<file path="config.mk">
export PLATFORM = sky130hd
export DESIGN_NAME = retrosoc_rst_ctrl
export DESIGN_NICKNAME = d
export VERILOG_FILES = /design/src/rtl/retrosoc_rst_pkg.sv /design/src/rtl/retrosoc_sync.sv /design/src/rtl/retrosoc_rst_ctrl.sv
export SDC_FILE = /design/constraint.sdc
export NUM_CORES = 1
export LEC_CHECK = 0
export BUFFER_PORTS_ARGS = -buffer_cell sky130_fd_sc_hd__buf_2
export CORE_ASPECT_RATIO = 1.1
export CORE_MARGIN = 2
export CORE_UTILIZATION = 34
export DETAILED_ROUTE_END_ITERATION = 7
export GPL_TIMING_DRIVEN = 0
export PLACE_DENSITY = 0.62
export SYNTH_ARGS = -nofsm -noshare
export SYNTH_HDL_FRONTEND = slang
export SYNTH_SLANG_ARGS = --single-unit
</file>
<file path="constraint.sdc">
create_clock -name clk_i -period 3.9 [get_ports clk_i]
set_clock_uncertainty 0.2 [all_clocks]
set_input_delay 0.195 -clock clk_i [delete_from_list [all_inputs] [get_ports clk_i]]
set_output_delay 0.195 -clock clk_i [all_outputs]
set_load 0.05 [all_outputs]
</file>
<file path="src/rtl/retrosoc_rst_pkg.sv">
// Shared definitions for the retrosoc reset controller.
// Holds the sequencer state encoding and the bit positions of the
// sticky reset-cause register, plus a small width helper.
package retrosoc_rst_pkg;

    typedef enum logic [1:0] {
        S_HOLD   = 2'd0,
        S_PERIPH = 2'd1,
        S_RUN    = 2'd2
    } rst_state_e;

    localparam int unsigned CAUSE_POR    = 0;
    localparam int unsigned CAUSE_BTN    = 1;
    localparam int unsigned CAUSE_HK     = 2;
    localparam int unsigned CAUSE_CLKSEL = 3;
    localparam int unsigned CAUSE_TRAP   = 4;
    localparam int unsigned CAUSE_W      = 5;

    // Counter width able to hold values 0..max(a, b).
    function automatic int unsigned cnt_width(input int unsigned a, input int unsigned b);
        int unsigned m;
        m = (a > b) ? a : b;
        return (m < 2) ? 1 : $clog2(m + 1);
    endfunction

endpackage

</file>
<file path="src/rtl/retrosoc_sync.sv">
// N-stage flop synchronizer for a single asynchronous level.
// Ports:
//   clk  - destination clock
//   rst  - synchronous active-high reset, loads RST_VAL into every stage
//   d    - asynchronous input
//   q    - synchronized output (last stage)
module retrosoc_sync #(
    parameter int unsigned STAGES  = 2,
    parameter logic        RST_VAL = 1'b0
) (
    input  logic clk,
    input  logic rst,
    input  logic d,
    output logic q
);

    logic [STAGES-1:0] ff;

    // Shift chain; stage 0 is the only flop that sees the raw input.
    always_ff @(posedge clk) begin
        if (rst) begin
            ff <= {STAGES{RST_VAL}};
        end else begin
            ff <= {ff[STAGES-2:0], d};
        end
    end

    assign q = ff[STAGES-1];

endmodule

</file>
<file path="src/rtl/retrosoc_rst_ctrl.sv">
// Reset sequencer for the retrosoc core.
// Merges the pad button, housekeeping-SPI request, clock-select changes and
// an optional core trap into two sequenced active-low resets: peripherals
// are released STRETCH_CYC cycles after the last request clears, the CPU
// core PERIPH_LEAD cycles after that. Sticky cause bits are kept for firmware.
// Ports:
//   clk_i           - system clock (post clock-select)
//   rst_i           - synchronous active-high power-on reset
//   btn_rst_n_i     - pad reset button, active low, asynchronous
//   hk_rst_i        - housekeeping reset request level, asynchronous
//   clk_sel_i       - PLL bypass select, asynchronous
//   trap_i          - core trap, clk_i domain
//   trap_rst_en_i   - enables trap-triggered reset
//   rst_cause_clr_i - single-cycle clear of the cause register
//   core_rst_n_o    - CPU reset, active low
//   periph_rst_n_o  - peripheral/bus reset, active low
//   rst_cause_o     - sticky cause [0]POR [1]button [2]hk [3]clksel [4]trap
//   busy_o          - high whenever the sequencer is not in S_RUN
module retrosoc_rst_ctrl
    import retrosoc_rst_pkg::*;
#(
    parameter int unsigned SYNC_STAGES  = 2,
    parameter int unsigned DEBOUNCE_CYC = 255,
    parameter int unsigned STRETCH_CYC  = 64,
    parameter int unsigned PERIPH_LEAD  = 16
) (
    input  logic               clk_i,
    input  logic               rst_i,
    input  logic               btn_rst_n_i,
    input  logic               hk_rst_i,
    input  logic               clk_sel_i,
    input  logic               trap_i,
    input  logic               trap_rst_en_i,
    input  logic               rst_cause_clr_i,
    output logic               core_rst_n_o,
    output logic               periph_rst_n_o,
    output logic [CAUSE_W-1:0] rst_cause_o,
    output logic               busy_o
);

    localparam int unsigned DEB_W = cnt_width(DEBOUNCE_CYC, 1);
    localparam int unsigned CNT_W = cnt_width(STRETCH_CYC, PERIPH_LEAD);

    localparam logic [DEB_W-1:0] DEB_MAX      = DEB_W'(DEBOUNCE_CYC);
    localparam logic [CNT_W-1:0] STRETCH_LAST = CNT_W'(STRETCH_CYC - 1);
    localparam logic [CNT_W-1:0] LEAD_LAST    = CNT_W'(PERIPH_LEAD - 1);

    rst_state_e         state;
    logic [CNT_W-1:0]   cnt;
    logic [DEB_W-1:0]   deb_cnt;

    logic               btn_sync;
    logic               hk_sync;
    logic               clk_sel_sync;
    logic               clk_sel_prev;
    logic               trap_prev;

    logic               in_hold;
    logic               btn_req;
    logic               hk_req;
    logic               clksel_pulse;
    logic               trap_pulse;
    logic               req_any;
    logic [CAUSE_W-1:0] cause_set;

    // Idle button is high, so its chain resets to 1 to avoid a false press.
    retrosoc_sync #(.STAGES(SYNC_STAGES), .RST_VAL(1'b1)) u_sync_btn (
        .clk (clk_i),
        .rst (rst_i),
        .d   (btn_rst_n_i),
        .q   (btn_sync)
    );

    retrosoc_sync #(.STAGES(SYNC_STAGES), .RST_VAL(1'b0)) u_sync_hk (
        .clk (clk_i),
        .rst (rst_i),
        .d   (hk_rst_i),
        .q   (hk_sync)
    );

    retrosoc_sync #(.STAGES(SYNC_STAGES), .RST_VAL(1'b0)) u_sync_clk_sel (
        .clk (clk_i),
        .rst (rst_i),
        .d   (clk_sel_i),
        .q   (clk_sel_sync)
    );

    // Button debounce: count consecutive low samples, saturating.
    always_ff @(posedge clk_i) begin
        if (rst_i) begin
            deb_cnt <= '0;
        end else if (btn_sync) begin
            deb_cnt <= '0;
        end else if (deb_cnt != DEB_MAX) begin
            deb_cnt <= deb_cnt + DEB_W'(1);
        end
    end

    // Edge-detect history; updated every cycle, including during S_HOLD.
    always_ff @(posedge clk_i) begin
        if (rst_i) begin
            clk_sel_prev <= 1'b0;
            trap_prev    <= 1'b0;
        end else begin
            clk_sel_prev <= clk_sel_sync;
            trap_prev    <= trap_i;
        end
    end

    // Request decode; pulse sources are masked while resets are already held.
    always_comb begin
        in_hold      = (state == S_HOLD);
        btn_req      = (deb_cnt == DEB_MAX);
        hk_req       = hk_sync;
        clksel_pulse = (clk_sel_sync ^ clk_sel_prev) & ~in_hold;
        trap_pulse   = trap_i & ~trap_prev & trap_rst_en_i & ~in_hold;
        req_any      = btn_req | hk_req | clksel_pulse | trap_pulse;

        cause_set               = '0;
        cause_set[CAUSE_BTN]    = btn_req;
        cause_set[CAUSE_HK]     = hk_req;
        cause_set[CAUSE_CLKSEL] = clksel_pulse;
        cause_set[CAUSE_TRAP]   = trap_pulse;
    end

    // Sticky cause register; a clear keeps only bits being set this cycle.
    always_ff @(posedge clk_i) begin
        if (rst_i) begin
            rst_cause_o            <= '0;
            rst_cause_o[CAUSE_POR] <= 1'b1;
        end else if (rst_cause_clr_i) begin
            rst_cause_o <= cause_set;
        end else begin
            rst_cause_o <= rst_cause_o | cause_set;
        end
    end

    // Sequencer with the reset outputs registered alongside the state.
    always_ff @(posedge clk_i) begin
        if (rst_i) begin
            state          <= S_HOLD;
            cnt            <= '0;
            core_rst_n_o   <= 1'b0;
            periph_rst_n_o <= 1'b0;
            busy_o         <= 1'b1;
        end else begin
            case (state)
                S_HOLD: begin
                    if (req_any) begin
                        cnt <= '0;
                    end else if (cnt == STRETCH_LAST) begin
                        state          <= S_PERIPH;
                        cnt            <= '0;
                        periph_rst_n_o <= 1'b1;
                    end else begin
                        cnt <= cnt + CNT_W'(1);
                    end
                end
                S_PERIPH: begin
                    if (req_any) begin
                        state          <= S_HOLD;
                        cnt            <= '0;
                        core_rst_n_o   <= 1'b0;
                        periph_rst_n_o <= 1'b0;
                        busy_o         <= 1'b1;
                    end else if (cnt == LEAD_LAST) begin
                        state        <= S_RUN;
                        cnt          <= '0;
                        core_rst_n_o <= 1'b1;
                        busy_o       <= 1'b0;
                    end else begin
                        cnt <= cnt + CNT_W'(1);
                    end
                end
                S_RUN: begin
                    if (req_any) begin
                        state          <= S_HOLD;
                        cnt            <= '0;
                        core_rst_n_o   <= 1'b0;
                        periph_rst_n_o <= 1'b0;
                        busy_o         <= 1'b1;
                    end
                end
                default: begin
                    state          <= S_HOLD;
                    cnt            <= '0;
                    core_rst_n_o   <= 1'b0;
                    periph_rst_n_o <= 1'b0;
                    busy_o         <= 1'b1;
                end
            endcase
        end
    end

endmodule

</file>
==> summary by stage <==
Setup path
The end point of the critical path is cnt[0]. The highest fanout seen on the critical path is 5. The worst setup path is launched from a register. Traced cell by cell, the critical path runs through ha_1 -> nand4b_1 -> or2_2 -> and3_2 -> o21ai_0 -> o32ai_1.

Among all stages on the critical path, the largest delay is contributed by dfxtp_1. The largest single stage delay on the critical path is 0.39 ns. The endpoint of the lowest-slack register-to-register path is cnt[0]. The worst reg2reg path startpoint is cnt[0]. Data on the critical path is required at its endpoint by 3.85 ns. The critical path in this run is classified as register to register.

The number of cells on the worst reg-to-reg path is 6. The timing startpoint of the critical path is cnt[0]. The worst path arrival time is 2.24 ns. The setup check on the worst reg-to-reg path leaves a slack of 1.61 ns. The nature of the critical path endpoint is a register.

Route
The first-pass iteration count of the detailed router is 4. In the final routed layout, each cell accounts on average for 12.4 microns. The remaining routing DRC violations is 0. The number of vias in the routed layout is 1,277. The total wire length is 3100 microns. The number of nets with antenna violations after detailed routing is 0. Using the TritonRoute via totals, the vias-per-cell ratio works out to 5.09. The detailed router's first-iteration violation count is 44.

Die
16 I/O pins were placed. The starting density of the core is 35.0%. The total area inside the core boundary comes to 4290 sq um. The overall die width is 67.4 microns. The die outline height is 73.7 microns. The row count is 25. The die covers 4960 sq um.

Clock tree
The H-tree generated during clock tree synthesis spans 2 levels. At the later pin of the worst-skew pair, clock insertion delay measures 0.29 ns. CTS placed an instance of clkbuf_8 at the clock tree root.

Clock tree synthesis inserted a total of 5 buffers. For this design, the sink count on the clock tree is 33. After clock tree synthesis, the clock-pin slew on the worst setup and hold paths is 0.07 ns. TritonCTS built the clock tree. The maximum buffer depth of the clock tree is 2.

Placed design
The congestion estimate from routability-driven global placement came to 0.906. Detailed placement ended at an HPWL of 2170 microns. The number of buffers inserted by port buffering is 15.

Synthesis
Summing every instance area after synthesis gives 1500 sq um. The cell count after synthesis came out at 170. The mean instance size in the synthesized netlist is 8.83 sq um.

When the netlist entered floorplanning its net count stood at 183. The share of synthesized area in the top cell type comes to 44.0%. The post-synthesis sequential area ratio is 44.0%. The most area-hungry cell type in the Yosys netlist is dfxtp_1.

In this run, synthesis inferred 0 flip-flops with an integrated enable. The dominant synthesized flop cell is dfxtp_1. Yosys printed 0 warnings. The post-synthesis register bit count is 33.

Counting flops with an async set or reset pin after synthesis yields a share of 0%. By area the synthesized netlist is led by dfxtp_1 44%, a21oi_1 5.0%, xnor2_1 4.7%. The count of distinct cell types in the synthesized netlist is 41.

Status
The run finished with clean final reports.

STA
The period utilization is 58.6%. Subtracting the final worst setup slack from the clock period gives 2.29 ns. Setup total negative slack on the finished layout was measured at 0 ns. The setup violation total in the final timing report is 0. The tightest hold margin is 0.0376 ns. Derived from the worst setup path, the maximum achievable clock frequency is 437 MHz. For the pin with the worst max-slew slack, the measured transition is 0.495 ns. Headroom to the max-slew limit came out at 67.0%. The count of endpoints failing hold in the final timing report is 0. The number of slew-limit violations in the final report was 0. Setup repair after global routing left no endpoint under its margin.

Global route
The global-route total usage across every layer is 13.8%. For this run the aggregate overflow at the end of global routing stands at 0. The first global-routing pass estimated 5080 microns of wire. The largest net degree at the start of global routing is 11. The number of global-route vias before repair is 1,123. The number of antenna violations at the first check in global routing came to 0.

Worst hold path
The worst hold path belongs to the class primary input to register.

Finish
The number of antenna diodes is 0. The fraction of final layout cells sized beyond drive strength 1 is 17.8%. The signed area change from the synthesized netlist to the final layout is 19.9%.

The final layout contains 209 nets.

Flow run
The reported max-cap violation count is 0.

Power and ir drop
For this design the ratio of total power to cell area is 397 nW/um^2. The worst-case IR drop observed on VDD is 0.298 mV. The standby leakage power is 0.679 nW.
==> how the worst min path moves through the flow <==
stage / startpoint / to / slack, ns / cells past startpoint
final: rst_cause_clr_i / rst_cause_o[1] / 0.04 / 4
after global routing: rst_cause_clr_i / rst_cause_o[1] / 0.08 / 4
after CTS: rst_cause_clr_i / rst_cause_o[1] / 0.03 / 4
after floorplan: btn_rst_n_i / u_sync_btn.ff[0] / 0.1 / 1
after global placement: btn_rst_n_i / u_sync_btn.ff[0] / 0.18 / 2
after detailed placement: btn_rst_n_i / u_sync_btn.ff[0] / 0.18 / 2
==> flip-flops by register name, summed over array words and instances, names as in the netlist <==
name,flops
cnt,7
deb_cnt,8
u_sync_hk.ff,2
rst_cause_o,5
trap_prev,1
clk_sel_prev,1
periph_rst_n_o,1
state,2
u_sync_clk_sel.ff,2
busy_o,1
core_rst_n_o,1
u_sync_btn.ff,2
==> cell type report <==
type | instances | area, sq um
Fill cell | 404 | 2480
Tap cell | 54 | 67.6
Inverter | 7 | 26.3
Timing Repair Buffer | 19 | 115
Buffer | 7 | 33.8
Clock buffer | 7 | 86.3
Clock inverter | 1 | 30.0
Multi-Input combinational cell | 123 | 781
Sequential cell | 33 | 661
==> cell usage after synthesis, types with 2 or more instances <==
cell type,number
clkbuf_1,6
a21oi_1,15
nand4b_1,2
nor3_1,7
nand3_1,10
nor2_1,15
nand2_1,8
dfxtp_1,33
nor3b_1,2
and3_1,4
inv_1,7
or2_2,5
ha_1,5
xnor2_1,8
nand3b_1,4
nor2b_1,6
o21ai_0,4
a31oi_1,5
o32ai_1,2
==> critical path: cells and delay by family, from the launching register on <==
kind	cells	cell delay, ns
AOI/OAI and AO/OA	2	0.51
adders and majority gates	1	0.22
DFF	1	0.39
and+or+nand+nor	3	0.82
==> per-stage QoR <==
stage	cell area (sq um)	std cells	utilization [%]	setup slack (ns)	total power (W)
final	1800	251	42.0	1.61	0.000715
after global routing	1800	251	42.0	1.46	0.000742
after CTS	1800	251	42.0	1.64	0.000725
after detailed placement	1640	239	38.4	1.70	0.000391
after global placement	1640	239	38.4	1.65	0.000391
after floorplan	1500	170	-	1.93	0.000380
==> report_power, final <==
| group | switching [W] | total, W | internal [W] |
|---|---|---|---|
| sequential | 0.00000455 | 0.000349 | 0.000345 |
| combinational | 0.0000207 | 0.0000367 | 0.0000160 |
| clock | 0.000121 | 0.000329 | 0.000208 |
| total | 0.000146 | 0.000715 | 0.000569 |
==> kinds of logic (layout without fill, tap and decap cells) <==
| group | count (synthesis) | count (layout) | share of synthesized area (%) |
|---|---|---|---|
| AOI/OAI and AO/OA | 37 | 37 | 15.5 |
| xor gates and xnor gates | 9 | 9 | 5.25 |
| adders and majority gates | 5 | 5 | 4.17 |
| buffers and inverters | 14 | 41 | 4.00 |
| DFF | 33 | 33 | 44.0 |
| muxes | 1 | 1 | 0.667 |
| and+or+nand+nor | 71 | 71 | 26.4 |
==> cells in the final DEF, fill, tap and decap left out, types with 2 or more instances in the layout <==
master / count
a31oi_1: 5
o32ai_1: 2
dlygate4sd3_1: 4
xnor2_1: 8
nor3_1: 7
nor3b_1: 2
buf_2: 15
clkbuf_8: 6
or2_2: 5
dfxtp_1: 33
ha_1: 5
and3_1: 4
clkbuf_1: 7
nand3b_1: 4
nor2b_1: 6
a21oi_1: 15
o21ai_0: 4
inv_1: 7
nand2_1: 8
nor2_1: 15
nand3_1: 10
nand4b_1: 2
==> per-layer routing <==
layer | vias to the layer above | wire length, microns | global-route usage, % | part of all wire, %
li1 | 659 | - | - | -
met1 | 583 | 1400 | 16.5 | 45
met2 | 27 | 1510 | 22.1 | 49
met3 | 8 | 108 | 3.98 | 3.5
met4 | 0 | 78 | 7.26 | 2.5
met5 | - | 0 | 0 | 0
==> repair_timing <==
action,in CTS,in global routing
hold buffers,4,0
gates resized for setup,0,0
buffers inserted,0,0
endpoints found under the setup margin,0,0
endpoints found under the hold margin,4,0
Note: power is estimated with default switching activity, not from simulation.
